**config.mk**
```make
export PLATFORM = sky130hd
export DESIGN_NAME = seq_loop_ctrl
export DESIGN_NICKNAME = d
export VERILOG_FILES = /design/src/rtl/seq_loop_ctrl.sv
export SDC_FILE = /design/constraint.sdc
export NUM_CORES = 1
export LEC_CHECK = 0
export CORE_MARGIN = 2
export CORE_UTILIZATION = 28
export CTS_CLUSTER_SIZE = 12
export DETAILED_ROUTE_END_ITERATION = 6
export PLACE_DENSITY = 0.45
export SETUP_SLACK_MARGIN = 0.2
export SLEW_MARGIN = 20
export SYNTH_ARGS = -nofsm -noshare
export SYNTH_HDL_FRONTEND = slang
export SYNTH_SLANG_ARGS = --single-unit
```
**constraint.sdc**
```tcl
create_clock -name clock -period 3.9 [get_ports clock]
set_clock_uncertainty 0.15 [all_clocks]
set_input_delay 0.78 -clock clock [delete_from_list [all_inputs] [get_ports clock]]
set_output_delay 0.78 -clock clock [all_outputs]
set_load 0.05 [all_outputs]
```
**src/rtl/seq_loop_ctrl.sv**
```systemverilog
// Sequencer for one sequential (non-pipelined) loop around a datapath body.
// It walks pre-loop, per-iteration start/wait/end, early-quit and post-loop phases.
// It exports its state and phase flags, all registered, for a loop monitor.
module seq_loop_ctrl #(
   parameter int unsigned FSM_WIDTH = 3,
   parameter int unsigned CNT_WIDTH = 16
) (
   input  logic                 clock,
   input  logic                 reset,
   input  logic                 start,
   input  logic [CNT_WIDTH-1:0] trip_count,
   input  logic                 quit_req,
   input  logic                 body_done,
   output logic                 body_start,
   output logic [CNT_WIDTH-1:0] iter_idx,
   output logic [CNT_WIDTH-1:0] iter_count,
   output logic [FSM_WIDTH-1:0] cur_state,
   output logic                 pre_valid,
   output logic                 iter_start,
   output logic                 iter_end,
   output logic                 loop_quit,
   output logic                 post_valid,
   output logic                 busy,
   output logic                 done,
   output logic                 protocol_err
);

   typedef enum logic [FSM_WIDTH-1:0] {
      StIdle      = FSM_WIDTH'(0),
      StPre       = FSM_WIDTH'(1),
      StIterStart = FSM_WIDTH'(2),
      StIterWait  = FSM_WIDTH'(3),
      StIterEnd   = FSM_WIDTH'(4),
      StPost      = FSM_WIDTH'(5),
      StDone      = FSM_WIDTH'(6)
   } state_e;

   state_e               state_q;
   logic [CNT_WIDTH-1:0] trip_q;
   logic                 quit_q;
   logic                 in_iter;
   logic                 last_iter;

   // quit_req is only honoured while an iteration is in flight
   assign in_iter   = (state_q == StIterStart) || (state_q == StIterWait) ||
                      (state_q == StIterEnd);
   assign last_iter = (iter_idx == trip_q - CNT_WIDTH'(1));
   assign cur_state = state_q;

   // Loop FSM; every flag is registered alongside the state it describes
   always_ff @(posedge clock or negedge reset) begin
      if (!reset) begin
         state_q      <= StIdle;
         trip_q       <= '0;
         quit_q       <= 1'b0;
         iter_idx     <= '0;
         iter_count   <= '0;
         body_start   <= 1'b0;
         pre_valid    <= 1'b0;
         iter_start   <= 1'b0;
         iter_end     <= 1'b0;
         loop_quit    <= 1'b0;
         post_valid   <= 1'b0;
         busy         <= 1'b0;
         done         <= 1'b0;
         protocol_err <= 1'b0;
      end else begin
         body_start <= 1'b0;
         pre_valid  <= 1'b0;
         iter_start <= 1'b0;
         iter_end   <= 1'b0;
         loop_quit  <= 1'b0;
         post_valid <= 1'b0;
         done       <= 1'b0;

         if (body_done && (state_q != StIterWait)) begin
            protocol_err <= 1'b1;
         end
         if (quit_req && in_iter) begin
            quit_q <= 1'b1;
         end

         case (state_q)
            StIdle: begin
               if (start) begin
                  trip_q     <= trip_count;
                  iter_idx   <= '0;
                  iter_count <= '0;
                  quit_q     <= 1'b0;
                  state_q    <= StPre;
                  pre_valid  <= 1'b1;
                  busy       <= 1'b1;
               end
            end
            StPre: begin
               if (trip_q != '0) begin
                  state_q    <= StIterStart;
                  iter_start <= 1'b1;
                  body_start <= 1'b1;
               end else begin
                  state_q    <= StPost;
                  post_valid <= 1'b1;
               end
            end
            StIterStart: begin
               state_q <= StIterWait;
            end
            StIterWait: begin
               if (body_done) begin
                  state_q  <= StIterEnd;
                  iter_end <= 1'b1;
                  // quit seen in this last wait cycle also counts for the coming ITER_END
                  loop_quit <= (quit_q || quit_req) && !last_iter;
               end
            end
            StIterEnd: begin
               iter_count <= iter_count + CNT_WIDTH'(1);
               if (last_iter || quit_q) begin
                  state_q    <= StPost;
                  post_valid <= 1'b1;
               end else begin
                  iter_idx   <= iter_idx + CNT_WIDTH'(1);
                  state_q    <= StIterStart;
                  iter_start <= 1'b1;
                  body_start <= 1'b1;
               end
            end
            StPost: begin
               state_q <= StDone;
               done    <= 1'b1;
            end
            StDone: begin
               state_q <= StIdle;
               busy    <= 1'b0;
            end
            default: begin
               state_q <= StIdle;
               busy    <= 1'b0;
            end
         endcase
      end
   end

endmodule

```
==> results.sh <==
export IMPL_outcome="completed"
export IMPL_synthArstFlopShare_pct=100
export IMPL_synth_avg_cell_area_um2=8.98
export IMPL_fp_dieH_um=114
export IMPL_fp_dieW_um=114
export IMPL_cts_buffer_depth=2
export IMPL_hold_path_class="reg -> reg"
export IMPL_h_tree_depth=3
export IMPL_end_kind="flip-flop"
export IMPL_relSlewSlack_pct=48.1
export IMPL_clock_latency_ps=320
export IMPL_coreArea_mm2=0.0119
export IMPL_place_congestion=0.787
export IMPL_setup_viol=0
export IMPL_cts_sinks=60
export IMPL_dp_hpwl_um=6240
export IMPL_ios=65
export IMPL_vias_per_cell=5.00
export IMPL_p_int_mw=1.68
export IMPL_leakagePower_nw=1.86
export IMPL_power_frac_comb_pct=41.4
export IMPL_start_kind="flip-flop"
export IMPL_grt_usage_pct=14.4
export IMPL_postRouteAntennaNets=0
export IMPL_numCtsBuffers=9
export IMPL_dp_slack_ps=599
export IMPL_vias=2944
export IMPL_finalWorstPathRequiredPeriod_ps=3310
export IMPL_overflow=0
export IMPL_syn_to_final_growth_pct=30.1
export IMPL_design_final_nets=463
export IMPL_antenna_cells=0
export IMPL_postRouteWirelength_um=8870
export IMPL_die_area_mm2=0.0130
export IMPL_grt_antenna_before_repair=0
export IMPL_finalSetupTns_ps=0
export IMPL_synth_edf_count=0
export IMPL_dpl_cell_area_mm2=0.00413
export IMPL_holdCritStartpoint="protocol_err"
export IMPL_crit_path_frequent_cell="mux2i_1"
export IMPL_row_count=40
export IMPL_drc=0
export IMPL_switchingPower_mw=1.23
export IMPL_fin_area_mm2=0.00439
export IMPL_finalMaxSlewViolations=0
export IMPL_grt_max_degree=61
export IMPL_synth_distinct_cells=59
export IMPL_syn_cell_area_mm2=0.00338
export IMPL_first_pass_iters=4
export IMPL_whs_path_depth=1
export IMPL_crit_path_top_delay_cell="or4_1"
export IMPL_rsz0062_at_grt="false"
export IMPL_nFillCells=1240
export IMPL_cts_root_buffer="clkbuf_16"
export IMPL_hold_viol_final=0
export IMPL_synth_ff_type="dfrtp_1"
export IMPL_crit_family="simple AND/OR/NAND/NOR gates"
export IMPL_crit_fanout=12
export IMPL_ctsHoldBuffers=0
export IMPL_cts_setup_buffers=0
export IMPL_layout_common_cells="75 x nand2_1, 63 x clkdlybuf4s50_1, 60 x dfrtp_1, 26 x nor2_1, 18 x o21ai_0"
export IMPL_ys_seq_area_share_pct=44.5
export IMPL_grt_pass1_vias=2922
export IMPL_synthesis_nets=402
export IMPL_r2r_end="iter_idx[14]"
export IMPL_max_freq_mhz=302
export IMPL_peakVddDrop_v=0.000184
export IMPL_layout_commonest_cell="nand2_1"
export IMPL_cts_tree="done"
export IMPL_worstMarginPinSlew_ps=779
export IMPL_worstPathCellList="nor4_1 > and4b_2 > mux2_2 > mux2i_1 > o21a_2 > o2111ai_2 > or4_1 > mux2i_1"
export IMPL_reg2reg_slack_ps=590
export IMPL_wl_per_cell_um=15.1
export IMPL_crit_required_ps=3960
export IMPL_worstRegToRegCells=8
export IMPL_ys_ff_latch=60
export IMPL_path_class="reg -> reg"
export IMPL_io_buffers=64
export IMPL_power_frac_seq_pct=34.2
export IMPL_clockPowerShare_pct=24.3
export IMPL_netlist_instances=376
export IMPL_drive_above_1_share_pct=7.01
export IMPL_initial_core_util_pct=28.4
export IMPL_critPathArrivalTime_ps=3370
export IMPL_r2r_start="trip_q[2]"
export IMPL_clk_pin_slew_ps=50
export IMPL_grt_pass1_wl_um=14700
export IMPL_cap_violations=0
export IMPL_setup_ws_ps=585
export IMPL_post_cts_resized=0
export IMPL_drtIter0Drc=156
export IMPL_timing_final_crit_share_pct=85.0
export IMPL_critPathMaxStageDelay_ps=590
export IMPL_synth_warnings=0
export IMPL_min_to="protocol_err"
export IMPL_p_sw_share_pct=42.3
export IMPL_p_per_area_mw_per_mm2=661
export IMPL_path_buf_inv=0
[routing by layer]
| layer | up-vias | wire length [um] | part of all wire (%) | GRT usage (%) |
|---|---|---|---|---|
| met3 | 6 | 297 | 3.3 | 2.87 |
| met5 | - | 0 | 0 | 0 |
| li1 | 1455 | - | - | - |
| met2 | 52 | 4110 | 46 | 22.8 |
| met1 | 1431 | 4350 | 49 | 19.8 |
| met4 | 0 | 111 | 1.3 | 4.96 |
[power by group through the flow]
stage                     registers (mW)  clock network (mW)  logic, mW
after global routing                1.02               0.759       1.33
after CTS                          0.996               0.730       1.21
final                              0.995               0.707       1.20
after detailed placement            1.00                   0       1.21
after floorplan                     1.11                   0      0.765
after global placement              1.01                   0       1.20
[synth_stat cells (2+ instances only)]
| cell type | number | area (um2) |
|---|---|---|
| nand2b_1 | 2 | 12.5 |
| dfrtp_1 | 60 | 1500 |
| or2_2 | 3 | 18.8 |
| nand3_1 | 16 | 80.1 |
| nor4_4 | 2 | 42.5 |
| buf_2 | 2 | 10.0 |
| nor2_1 | 26 | 97.6 |
| a21oi_1 | 13 | 65.1 |
| o2111ai_1 | 2 | 17.5 |
| clkbuf_1 | 10 | 37.5 |
| nor4_1 | 5 | 31.3 |
| o22ai_1 | 2 | 12.5 |
| nor3b_1 | 3 | 22.5 |
| mux2i_1 | 13 | 130 |
| a31oi_1 | 3 | 18.8 |
| and3_1 | 6 | 37.5 |
| or3_1 | 6 | 37.5 |
| buf_4 | 3 | 22.5 |
| o31ai_1 | 4 | 30.0 |
| o21ai_0 | 18 | 90.1 |
| nor3_1 | 7 | 35.0 |
| and4_1 | 2 | 17.5 |
| a22o_1 | 2 | 17.5 |
| o211ai_1 | 5 | 37.5 |
| nand2_1 | 75 | 282 |
| inv_1 | 16 | 60.1 |
| xor2_1 | 8 | 70.1 |
| xnor2_1 | 13 | 114 |
| buf_6 | 2 | 22.5 |
| o41ai_1 | 2 | 17.5 |
| ha_1 | 5 | 62.6 |
| nand4_1 | 9 | 56.3 |
| or4_1 | 5 | 37.5 |
[sequential cells by signal, summed over array words and instances, names as in the netlist]
signal and cells:
done 1, pre_valid 1, iter_end 1, loop_quit 1, iter_start 1, trip_q 16, iter_count 16, cur_state 3
quit_q 1, iter_idx 16, post_valid 1, protocol_err 1, busy 1
[worst max-delay path by stage]
stage               from           end  slack (ps)  cells after the start
5_1_grt        trip_q[0]   iter_idx[3]         250                     10
3_3_place_gp   trip_q[2]  iter_idx[14]         650                      8
2_1_floorplan  trip_q[6]  iter_idx[14]        1090                      8
6_report       trip_q[2]  iter_idx[14]         590                      8
3_5_place_dp   trip_q[2]  iter_idx[14]         600                      8
4_1_cts        trip_q[2]  iter_idx[14]         590                      8
[per-stage QoR]
| stage | power [mW] | hold WS [ps] | instances | util [%] |
|---|---|---|---|---|
| 3_3_place_gp | 2.21 | 308 | 573 | 34.7 |
| 4_1_cts | 2.94 | 322 | 589 | 36.9 |
| 3_5_place_dp | 2.21 | 308 | 573 | 34.7 |
| 5_1_grt | 3.12 | 348 | 589 | 36.9 |
| 2_1_floorplan | 1.88 | 331 | 376 | - |
| 6_report | 2.90 | 319 | 589 | 36.9 |
[cell families (layout without fill, tap and decap cells)]
| group | Yosys count | after routing | share of synthesized area [%] |
|---|---|---|---|
| buffers and inverters | 34 | 100 | 4.67 |
| and+or+nand+nor | 175 | 175 | 25.9 |
| xor gates and xnor gates | 21 | 21 | 5.45 |
| DFF | 60 | 60 | 44.5 |
| muxes | 14 | 14 | 4.19 |
| AOI/OAI and AO/OA | 67 | 67 | 13.5 |
| adders and majority gates | 5 | 5 | 1.85 |
[worst reg2reg max path, cell delays in order (launching register included)]
cell and delay [ps]:
dfrtp_1 480, nor4_1 550, and4b_2 370, mux2_2 340, mux2i_1 130, o21a_2 190, o2111ai_2 280, or4_1 590
mux2i_1 130
[area by class of cell]
type / instances / area [um2] / share of cell area, %
Multi-Input combinational cell: 282 / 1720 / 39.1
Sequential cell: 60 / 1500 / 34.2
Timing Repair Buffer: 68 / 666 / 15.2
Clock buffer: 14 / 254 / 5.78
Tap cell: 147 / 184 / 4.19
Inverter: 16 / 60.1 / 1.37
Clock inverter: 2 / 10.0 / 0.228
Note: power is estimated with default switching activity, not from simulation.
